**src/rtl/minidsp_loader.sv**
```systemverilog
// minidsp_loader: host-side program loader for the minidsp byte command bus.
// Walks stop / init / settle-wait / push-per-word / start, fetching each word
// from a synchronous program memory, with every bus output registered.
module minidsp_loader #(
  parameter int ADDR_W    = 6,
  parameter int HOLD      = 2,
  parameter int GAP       = 2,
  parameter int INIT_WAIT = 500
) (
  input  logic              mclk,
  input  logic              reset_n,
  input  logic              go,
  input  logic              abort,
  input  logic [ADDR_W:0]   prog_len,
  output logic [ADDR_W-1:0] rom_addr,
  input  logic [31:0]       rom_data,
  output logic [7:0]        sd0,
  output logic [7:0]        sd1,
  output logic [7:0]        sd2,
  output logic [7:0]        sd3,
  output logic [7:0]        sd4,
  output logic              busy,
  output logic              done,
  output logic [ADDR_W:0]   words_sent
);

  localparam int CNT_W = $clog2(INIT_WAIT + HOLD + GAP + 1);

  localparam logic [CNT_W-1:0] CNT_ZERO  = CNT_W'(0);
  localparam logic [CNT_W-1:0] CNT_ONE   = CNT_W'(1);
  localparam logic [CNT_W-1:0] HOLD_LAST = CNT_W'(HOLD - 1);
  localparam logic [CNT_W-1:0] GAP_LAST  = CNT_W'(GAP - 1);
  localparam logic [CNT_W-1:0] PGAP_LAST = CNT_W'(GAP - 2);
  localparam logic [CNT_W-1:0] WAIT_LAST = CNT_W'(INIT_WAIT - 1);

  localparam logic [ADDR_W:0]   LEN_ZERO  = {(ADDR_W+1){1'b0}};
  localparam logic [ADDR_W:0]   LEN_ONE   = {{ADDR_W{1'b0}}, 1'b1};
  localparam logic [ADDR_W:0]   MAX_LEN   = {1'b1, {ADDR_W{1'b0}}};
  localparam logic [ADDR_W-1:0] ADDR_ZERO = {ADDR_W{1'b0}};

  localparam logic [7:0] CMD_NOP   = 8'd0;
  localparam logic [7:0] CMD_INIT  = 8'd1;
  localparam logic [7:0] CMD_PUSH  = 8'd2;
  localparam logic [7:0] CMD_START = 8'd3;
  localparam logic [7:0] CMD_STOP  = 8'd4;

  typedef enum logic [3:0] {
    S_IDLE, S_STOP, S_GAP1, S_INIT, S_WAIT, S_FETCH, S_SETUP,
    S_PUSH, S_RELEASE, S_PGAP, S_START, S_FIN, S_ASTOP, S_AGAP
  } state_t;

  state_t            state_q, state_d;
  logic [CNT_W-1:0]  cnt_q, cnt_d;
  logic [ADDR_W:0]   idx_q, idx_d;
  logic [ADDR_W:0]   len_q, len_d;
  logic [ADDR_W:0]   words_q, words_d;
  logic [ADDR_W-1:0] addr_q, addr_d;
  logic [7:0]        sd0_q, sd0_d;
  logic [31:0]       code_q, code_d;
  logic              busy_q, busy_d;
  logic              done_q, done_d;
  logic [ADDR_W:0]   idx_inc_s;
  logic              abortable_s;

  // abort only acts in the load states, not while already winding down
  assign abortable_s = busy_q && (state_q != S_ASTOP) && (state_q != S_AGAP);

  // Next-state, cycle counter and word bookkeeping.
  // rom_addr moves to the next word on PUSH entry so the synchronous memory
  // has its data ready during FETCH; it never moves past the last word.
  always_comb begin
    state_d   = state_q;
    cnt_d     = cnt_q + CNT_ONE;
    idx_d     = idx_q;
    len_d     = len_q;
    words_d   = words_q;
    addr_d    = addr_q;
    idx_inc_s = idx_q + LEN_ONE;
    case (state_q)
      S_IDLE: begin
        cnt_d = CNT_ZERO;
        if (go && !abort) begin
          state_d = S_STOP;
          idx_d   = LEN_ZERO;
          words_d = LEN_ZERO;
          addr_d  = ADDR_ZERO;
          len_d   = (prog_len > MAX_LEN) ? MAX_LEN : prog_len;
        end else begin
          state_d = S_IDLE;
        end
      end
      S_STOP: begin
        if (cnt_q == HOLD_LAST) begin state_d = S_GAP1; cnt_d = CNT_ZERO; end
        else begin state_d = S_STOP; end
      end
      S_GAP1: begin
        if (cnt_q == GAP_LAST) begin state_d = S_INIT; cnt_d = CNT_ZERO; end
        else begin state_d = S_GAP1; end
      end
      S_INIT: begin
        if (cnt_q == HOLD_LAST) begin state_d = S_WAIT; cnt_d = CNT_ZERO; end
        else begin state_d = S_INIT; end
      end
      S_WAIT: begin
        if (cnt_q == WAIT_LAST) begin
          state_d = (len_q != LEN_ZERO) ? S_FETCH : S_START;
          cnt_d   = CNT_ZERO;
        end else begin
          state_d = S_WAIT;
        end
      end
      S_FETCH: begin
        state_d = S_SETUP;
        cnt_d   = CNT_ZERO;
      end
      S_SETUP: begin
        state_d = S_PUSH;
        cnt_d   = CNT_ZERO;
        words_d = words_q + LEN_ONE;
        idx_d   = idx_inc_s;
        if (idx_inc_s < len_q) begin addr_d = idx_inc_s[ADDR_W-1:0]; end
        else begin addr_d = addr_q; end
      end
      S_PUSH: begin
        if (cnt_q == HOLD_LAST) begin state_d = S_RELEASE; cnt_d = CNT_ZERO; end
        else begin state_d = S_PUSH; end
      end
      S_RELEASE: begin
        state_d = S_PGAP;
        cnt_d   = CNT_ZERO;
      end
      S_PGAP: begin
        if (cnt_q == PGAP_LAST) begin
          state_d = (idx_q < len_q) ? S_FETCH : S_START;
          cnt_d   = CNT_ZERO;
        end else begin
          state_d = S_PGAP;
        end
      end
      S_START: begin
        if (cnt_q == HOLD_LAST) begin state_d = S_FIN; cnt_d = CNT_ZERO; end
        else begin state_d = S_START; end
      end
      S_FIN: begin
        state_d = S_IDLE;
        cnt_d   = CNT_ZERO;
      end
      S_ASTOP: begin
        if (cnt_q == HOLD_LAST) begin state_d = S_AGAP; cnt_d = CNT_ZERO; end
        else begin state_d = S_ASTOP; end
      end
      S_AGAP: begin
        if (cnt_q == GAP_LAST) begin state_d = S_IDLE; cnt_d = CNT_ZERO; end
        else begin state_d = S_AGAP; end
      end
      default: begin
        state_d = S_IDLE;
        cnt_d   = CNT_ZERO;
      end
    endcase
    if (abort && abortable_s) begin
      state_d = S_ASTOP;
      cnt_d   = CNT_ZERO;
      idx_d   = idx_q;
      words_d = words_q;
      addr_d  = addr_q;
    end else begin
      state_d = state_d;
    end
  end

  // Bus values for the state being entered, so every output is a flop.
  always_comb begin
    sd0_d  = CMD_NOP;
    code_d = 32'd0;
    busy_d = 1'b1;
    done_d = 1'b0;
    case (state_d)
      S_IDLE:            busy_d = 1'b0;
      S_FIN:             begin busy_d = 1'b0; done_d = 1'b1; end
      S_STOP, S_ASTOP:   sd0_d = CMD_STOP;
      S_INIT:            sd0_d = CMD_INIT;
      S_START:           sd0_d = CMD_START;
      S_SETUP:           code_d = rom_data;
      S_PUSH:            begin sd0_d = CMD_PUSH; code_d = code_q; end
      S_RELEASE:         code_d = code_q;
      default:           begin sd0_d = CMD_NOP; code_d = 32'd0; end
    endcase
  end

  // State and output registers with asynchronous clear to IDLE / bus NOP.
  always_ff @(posedge mclk or negedge reset_n) begin
    if (!reset_n) begin
      state_q <= S_IDLE;
      cnt_q   <= CNT_ZERO;
      idx_q   <= LEN_ZERO;
      len_q   <= LEN_ZERO;
      words_q <= LEN_ZERO;
      addr_q  <= ADDR_ZERO;
      sd0_q   <= CMD_NOP;
      code_q  <= 32'd0;
      busy_q  <= 1'b0;
      done_q  <= 1'b0;
    end else begin
      state_q <= state_d;
      cnt_q   <= cnt_d;
      idx_q   <= idx_d;
      len_q   <= len_d;
      words_q <= words_d;
      addr_q  <= addr_d;
      sd0_q   <= sd0_d;
      code_q  <= code_d;
      busy_q  <= busy_d;
      done_q  <= done_d;
    end
  end

  assign rom_addr   = addr_q;
  assign sd0        = sd0_q;
  assign sd1        = code_q[31:24];
  assign sd2        = code_q[23:16];
  assign sd3        = code_q[15:8];
  assign sd4        = code_q[7:0];
  assign busy       = busy_q;
  assign done       = done_q;
  assign words_sent = words_q;

endmodule

```
**config.mk**
```make
export PLATFORM = sky130hd
export DESIGN_NAME = minidsp_loader
export DESIGN_NICKNAME = d
export VERILOG_FILES = /design/src/rtl/minidsp_loader.sv
export SDC_FILE = /design/constraint.sdc
export NUM_CORES = 1
export LEC_CHECK = 0
export CAP_MARGIN = 20
export CORE_ASPECT_RATIO = 1.4
export CORE_UTILIZATION = 30
export DETAILED_ROUTE_END_ITERATION = 12
export GPL_TIMING_DRIVEN = 0
export MAX_ROUTING_LAYER = met4
export PLACE_DENSITY = 0.53
export SYNTH_ARGS = -nofsm -noshare
export SYNTH_HDL_FRONTEND = slang
export SYNTH_SLANG_ARGS = --single-unit
```
**constraint.sdc**
```tcl
create_clock -name mclk -period 3.4 [get_ports mclk]
set_input_delay 0.51 -clock mclk [delete_from_list [all_inputs] [get_ports mclk]]
set_output_delay 0.51 -clock mclk [all_outputs]
set_load 0.02 [all_outputs]
```
# After elaboration in Yosys (flattened, before gate mapping)
# Cells that the tools add are included.
# classes
addsub	3
n_mul	0
div_mod_pow	0
order_cmp	3
eq_ne	26
n_shift	0
muxes	30
n_bitwise	1
reduce_logical	17
# op_table
cell	n
case mux 32 bit (2 select lines)	1
case mux 4 bit (13 select lines)	1
equality test 4 bit, second input constant	9
2-to-1 mux 9 bit	4
2-to-1 mux 4 bit	7
case mux 7 bit (2 select lines)	2
case mux 9 bit (3 select lines)	1
equality test 4 x 3 -> 1 bit, second input constant	6
adder 7 x 1 -> 7 bit, second input constant	2
< comparator 7 bit	2
2-to-1 mux 7 bit	2
equality test 4 x 2 -> 1 bit, second input constant	3
2-to-1 mux 6 bit	2
case mux 3 bit (4 select lines)	1
case mux 6 bit (2 select lines)	1
adder 9 x 1 -> 9 bit, second input constant	1
equality test 9 x 1 -> 1 bit, second input constant	1
equality test 9 bit, second input constant	1
zero test 9 bit	1
equality test 4 x 1 -> 1 bit, second input constant	2
zero test 4 bit	2
!= test 4 bit, second input constant	2
greater-than comparator 7 bit, second input constant	1
nonzero test 7 bit	1
other kinds (13)	24
# totals
register_bits	82
latch_bits	0
mem_bits_rw	0
mem_bits_ro	0
inputBits	43
out_inout_bits	55
wordCells	90
n_memories	0

# Logic depth before layout (Yosys ltp)
# Gate-level depths: netlist (run 1).
# logic_depth
word_depth	8
ltp_mapped	11
ltp_nobuf	10

# Worst setup path after synthesis (run 1)
# Ideal clock, no wire load.
# synth_path
path_type	register to register
from	register idx_q[4]
to	register addr_q[1], in the netlist rom_addr[1]
t_arrival_ns	2.313
required_ns	3.275
setup_slack_ns	0.962
path_stages_with_launch	10
n_path_buf	0
cell_sequence	dfrtp_1 > and3_1 > nand3_1 > xor2_1 > inv_1 > ha_1 > a21o_1 > a2111oi_0 > nor2_1 > a2bb2o_1
# synth_between
elab_chain_len	4
# synth_rtl
item	line_no	rtl
from (decl)	54	logic [ADDR_W:0] idx_q, idx_d;
from (signal assigned)	207	idx_q <= idx_d;
adder 7 x 1 -> 7 bit	78	idx_inc_s = idx_q + LEN_ONE;
< comparator 7 bit	121	if (idx_inc_s < len_q) begin addr_d = idx_inc_s[ADDR_W-1:0]; end
!= test 2 bit (no line)	-	
AND reduction 4 bit (no line)	-	
to (signal assigned)	210	addr_q <= addr_d;
to (decl)	57	logic [ADDR_W-1:0] addr_q, addr_d;
# Every way passes these cells.
# A chain may end at the register's enable or synchronous reset.

# Final worst setup path (run 1)
# layout_path
from	register idx_q[0]
to	register addr_q[1], in the netlist rom_addr[1]
# layout_between
elab_chain_len	4
# layout_rtl
item	line_no
adder 7 x 1 -> 7 bit *	78
< comparator 7 bit	121
!= test 2 bit (no line)	-
AND reduction 4 bit (no line)	-
# Mark *: on every way between the ends. The rest lies on a longest branch, timed or not. The select of a mux whose other input is x is not followed.

==> flow_metrics.py, run 1 <==
metrics = {
    "run_status": {
        "run_status": "completed",
    },
    "synthesis": {
        "yosysMostFrequentCell": "dfrtp_1",
        "synth_seq_cells": 77,
        "syn_avg_cell_area_um2": 10.7,
        "yosys_warnings": 0,
        "synth.top_cell.area_share": 0.482,
        "postSynth.asyncResetShare": 1.00,
        "synth_edf_count": 0,
        "seq_area_frac_synth": 0.482,
        "syn-instance-count": 375,
        "synth_cell_type_count": 64,
        "ys_top_cells_by_count": "dfrtp_1, a22o_1, nor2_1",
        "yosys.area.top_type": "dfrtp_1",
        "synth_flop_cell": "dfrtp_1",
        "netlist_area_um2": 4000,
        "ys_top_cells_by_area": "dfrtp_1, a22o_1, ha_1",
    },
    "global_routing": {
        "grt_overflow": 0,
        "grtUsageTotal": 0.162,
        "grt_pass1_vias": 3324,
        "grt_max_degree": 48,
        "grt_pass1_wl_mm": 17.1,
        "antenna_found_initial": 0,
    },
    "cts": {
        "path_clk_slew_ps": 70,
        "cts_sinks": 77,
        "tritoncts": "built",
        "root_buffer": "clkbuf_16",
        "clock_latency_ps": 350,
        "post_cts_buffers": 0,
        "htreeDepth": 3,
        "cts_buffers": 9,
        "cts_buffer_depth": 2,
        "cts_resized": 0,
        "hold_buffers": 0,
    },
    "die": {
        "io_pins": 98,
        "core-area_um2": 12900,
        "die_h_um": 139,
        "initial_core_util": 0.309,
        "die_w_um": 99.6,
        "placementRows": 49,
        "die-area_um2": 13800,
    },
    "final_layout": {
        "stdcell_area_um2": 5490,
        "fin_nets": 543,
        "syn_to_final_growth_pct": 37.3,
        "fill_cells": 1254,
        "drive_gt1_frac": 0.109,
        "diodes": 0,
    },
    "sta": {
        "setup_viol": 0,
        "drv_slew": 0,
        "period_needed_ps": 2910,
        "fin_crit_sh": 0.855,
        "skew_ps": 14.7,
        "rsz0062_at_grt": "false",
        "max_freq_mhz": 344,
        "worst_pin_slew_ps": 665,
        "final_hold_viol_count": 0,
        "max_slew_margin": 0.554,
        "tns_ps": 0,
    },
    "critical_path": {
        "r2r-start": "idx_q[0]$_DFFE_PN0P_",
        "slowest_stage": "a2111oi_0",
        "end_kind": "flop",
        "critPathLaunchType": "flop",
        "r2r_setup_slack_ps": 490,
        "crit_top_cell": "ha_1",
        "r2r-end": "rom_addr[1]$_DFFE_PN0P_",
        "crit_type": "flop to flop",
        "rr_worst_depth": 10,
        "worst_ep_required_time_ps": 3620,
        "slowest_delay_ps": 480,
        "path_max_fanout": 8,
        "arrival_ps": 3130,
        "cp_cell_sequence": "ha_1 > xnor2_1 > inv_1 > ha_1 > o21a_1 > o21ai_0 > a21oi_1 > a2111oi_0 > nor2_1 > a2bb2o_1",
    },
    "detailed_routing": {
        "drt_iter0_markers": 191,
        "drt_wl_total_mm": 10.3,
        "wl_per_cell_um": 15.4,
        "antenna_left": 0,
        "drc": 0,
        "dr.pass1.iters": 4,
        "via_per_inst": 4.81,
        "vias": 3205,
    },
    "placed_design": {
        "port_buffers": 92,
        "place_congestion": 0.875,
        "hpwlAfterDp_mm": 7.73,
        "post_dp_cell_area_um2": 5180,
    },
    "pwr": {
        "p_leak_nw": 2.39,
        "power_density_nw_per_um2": 682,
        "ir_drop_uv": 265,
    },
    "flow_run": {
        "max_cap_violations": 0,
    },
    "min_path": {
        "hold_class": "input port to asynchronous set/reset pin",
    },
}
registers in the layout (all words and copies together) (netlist names):
signal / flops
rom_addr: 6
words_sent: 7
len_q: 7
idx_q: 7
cnt_q: 9
sd0: 3
state_q: 4
busy: 1
done: 1
code_q: 32
logic make-up (layout without fill, tap and decap cells):
kind of cell,count (synthesis),after routing,share of synthesized area
simple gates,124,124,0.176
compound gates,96,96,0.192
flops,77,77,0.482
buf+inv,40,149,0.0516
xor+xnor,18,18,0.0394
fa+ha+maj,17,17,0.0532
mux,2,2,0.00532
other cells,1,5,0.000938
cell usage in the layout (no fill, tap or decap), types with 3 or more instances in the layout:
master / n
clkdlybuf4s50_1: 91
nand2_1: 24
nor2b_1: 3
buf_6: 3
a21oi_1: 10
clkinvlp_4: 3
xnor2_1: 11
dfrtp_1: 77
buf_4: 7
nor2_1: 32
nand2b_1: 3
o2bb2ai_1: 5
a31oi_1: 3
clkbuf_16: 9
o21ai_0: 19
xor2_1: 7
conb_1: 5
nand4_1: 4
o21ai_1: 3
nand3b_1: 10
nand3_1: 16
buf_2: 7
nor3_1: 8
ha_1: 17
a22o_1: 32
clkbuf_1: 4
inv_1: 19
through the flow:
| step | worst slack, ps | utilization | hold slack (ps) | cells | power (mW) |
|---|---|---|---|---|---|
| 6_report | 492 | 0.424 | 100 | 666 | 3.74 |
| 3_5_place_dp | 517 | 0.401 | 480 | 650 | 2.77 |
| 2_1_floorplan | 962 | - | 214 | 379 | 2.29 |
| 3_3_place_gp | -996 | 0.399 | 478 | 649 | 2.75 |
| 5_1_grt | 216 | 0.424 | 125 | 666 | 4.02 |
| 4_1_cts | 490 | 0.424 | 110 | 666 | 3.79 |
power by group:
group	switching [mW]	internal (mW)
registers	0.116	1.06
clock network	0.411	0.579
logic	0.915	0.661
total	1.44	2.30
worst max path at each step:
| stage | start | slack, ps | end | depth (start not counted) |
|---|---|---|---|---|
| 6_report | idx_q[0]$_DFFE_PN0P_ | 490 | rom_addr[1]$_DFFE_PN0P_ | 10 |
| 5_1_grt | idx_q[0]$_DFFE_PN0P_ | 220 | rom_addr[1]$_DFFE_PN0P_ | 10 |
| 4_1_cts | idx_q[2]$_DFFE_PN0P_ | 490 | code_q[9]$_DFFE_PN0N_ | 9 |
| 3_5_place_dp | idx_q[2]$_DFFE_PN0P_ | 520 | code_q[9]$_DFFE_PN0N_ | 9 |
| 3_3_place_gp | reset_n | -1000 | idx_q[1]$_DFFE_PN0P_ | 1 |
| 2_1_floorplan | idx_q[4]$_DFFE_PN0P_ | 960 | rom_addr[1]$_DFFE_PN0P_ | 9 |
layout make-up:
cell class | count | area, um2 | share of cell area
buffer | 20 | 129 | 0.0235
multi-input combinational | 262 | 1880 | 0.343
sequential | 77 | 1930 | 0.351
clock buffer | 9 | 225 | 0.0410
timing repair buffer | 93 | 946 | 0.172
clock inverter | 7 | 81.3 | 0.0148
inverter | 20 | 77.6 | 0.0141
tap | 178 | 223 | 0.0406
per-layer routing:
layer,GRT usage,share of wire
met1,0.197,0.44
met2,0.265,0.51
met3,0.0307,0.028
met4,0.0635,0.027
met5,-,0
worst max-delay path, delay by kind of cell, from the launching register on:
kind / cells / cell delay (ps)
fa+ha+maj: 2 / 560
simple gates: 1 / 260
flops: 1 / 470
compound gates: 5 / 1160
buf+inv: 1 / 80
xor+xnor: 1 / 270
No activity file was read; power rests on OpenSTA's default activity.
==> run 2, diff against run 1 <==
--- a/config.mk
+++ b/config.mk
@@ -10,7 +10,6 @@
 export CORE_UTILIZATION = 30
 export DETAILED_ROUTE_END_ITERATION = 12
 export GPL_TIMING_DRIVEN = 0
-export MAX_ROUTING_LAYER = met4
 export PLACE_DENSITY = 0.53
 export SYNTH_ARGS = -nofsm -noshare
 export SYNTH_HDL_FRONTEND = slang
==> flow_metrics.py, run 2 (synthesis gave the netlist of run 1 again) <==
metrics = {
    "global_routing": {
        "grtUsageTotal": 0.158,
        "grt_pass1_vias": 3314,
        "grt_overflow": 0,
        "antenna_found_initial": 0,
        "grt_pass1_wl_mm": 17.1,
        "grt_max_degree": 48,
    },
    "detailed_routing": {
        "antenna_left": 0,
        "drc": 0,
        "wl_per_cell_um": 15.4,
        "dr.pass1.iters": 5,
        "drt_iter0_markers": 188,
        "vias": 3219,
        "drt_wl_total_mm": 10.2,
        "via_per_inst": 4.83,
    },
    "die": {
        "placementRows": 49,
        "die_h_um": 139,
        "die_w_um": 99.6,
        "initial_core_util": 0.309,
        "die-area_um2": 13800,
        "io_pins": 98,
        "core-area_um2": 12900,
    },
    "critical_path": {
        "worst_ep_required_time_ps": 3670,
        "critPathLaunchType": "flop",
        "path_max_fanout": 10,
        "crit_type": "flop to flop",
        "end_kind": "flop",
        "arrival_ps": 3200,
    },
    "final_layout": {
        "syn_to_final_growth_pct": 37.3,
        "reg_top3": "code_q (32), cnt_q (9)",
        "layout_commonest_cell": "clkdlybuf4s50_1",
        "fill_cells": 1254,
        "fin_nets": 543,
        "largest-register": "code_q",
        "register_area_um2": 1930,
        "largest_register_ffs": 32,
        "final_cell_mix": "clkdlybuf4s50_1, dfrtp_1, nor2_1, a22o_1, nand2_1",
        "drive_gt1_frac": 0.109,
        "diodes": 0,
        "multi_input_area_um2": 1880,
    },
    "sta": {
        "final_hold_viol_count": 0,
        "drv_slew": 0,
        "skew_ps": 13.4,
        "max_slew_margin": 0.551,
        "max_freq_mhz": 342,
        "rsz0062_at_grt": "false",
        "tns_ps": 0,
        "period_needed_ps": 2930,
        "fin_crit_sh": 0.861,
        "setup_viol": 0,
        "worst_pin_slew_ps": 669,
    },
    "cts": {
        "cts_resized": 0,
        "clock_latency_ps": 340,
        "post_cts_buffers": 0,
        "root_buffer": "clkbuf_16",
        "tritoncts": "built",
        "htreeDepth": 3,
        "path_clk_slew_ps": 70,
        "hold_buffers": 0,
        "cts_buffer_depth": 2,
        "cts_sinks": 77,
        "cts_buffers": 9,
    },
    "pwr": {
        "p_leak_nw": 2.39,
        "power_density_nw_per_um2": 682,
        "finalPower_mw": 3.74,
        "ir_drop_uv": 263,
    },
    "flow_run": {
        "max_cap_violations": 0,
    },
    "placed_design": {
        "place_congestion": 0.861,
        "hpwlAfterDp_mm": 7.73,
        "port_buffers": 92,
    },
    "min_path": {
        "hold_class": "input port to asynchronous set/reset pin",
    },
    "run_status": {
        "run_status": "completed",
    },
}
[run 2: final cells by class]
type,instances,area share
repair buffers,93,0.172
flip-flops and latches,77,0.351
clock inverters,7,0.0148
plain buffers,20,0.0235
multi-input cells,262,0.343
clock buffers,9,0.0410
inverters,20,0.0141
well taps,178,0.0406
[run 2: through the flow]
stage	area [um2]	util	setup WS [ps]	hold WS (ps)	instances
detailed placement	5180	0.401	517	480	650
global placement	5160	0.399	-996	478	649
CTS	5490	0.424	490	110	666
global route	5490	0.424	216	124	666
finish	5490	0.424	472	99.8	666
floorplan	4010	-	962	214	379
[run 2: final timing paths]
check	end	cells past startpoint	startpoint	slack, ps
worst max-delay path	code_q[8]$_DFFE_PN0N_	8	cnt_q[2]$_DFF_PN0_	470
worst min-delay path	code_q[5]$_DFFE_PN0N_	1	reset_n	100
worst max register to register	code_q[8]$_DFFE_PN0N_	8	cnt_q[2]$_DFF_PN0_	470
worst min register to register	rom_addr[5]$_DFFE_PN0P_	1	rom_addr[5]$_DFFE_PN0P_	490
max in group asynchronous	idx_q[3]$_DFFE_PN0P_	2	reset_n	2710
min in group mclk	rom_addr[5]$_DFFE_PN0P_	1	rom_addr[5]$_DFFE_PN0P_	490
[run 2: per-layer routing]
metal | global-route usage | wire, um | up-vias
li1 | - | - | 1573
met1 | 0.196 | 4450 | 1563
met2 | 0.264 | 5220 | 61
met3 | 0.0343 | 280 | 22
met4 | 0.0635 | 289 | 0
met5 | 0 | 0 | -
[run 2: power breakdown]
part           switching [mW]  leakage [nW]  internal [mW]  total [mW]
logic                   0.917          1.20          0.661        1.58
registers               0.116          1.04           1.06        1.18
clock network           0.409         0.141          0.579       0.988
[run 2: worst max-delay path: stages (launching register included)]
cell      delay, ps
dfrtp_1         470
nor4_4          530
a31oi_1         220
a211oi_1        440
o211a_1         250
nand3b_1        180
nor3_2          290
buf_2           290
a22o_1          180
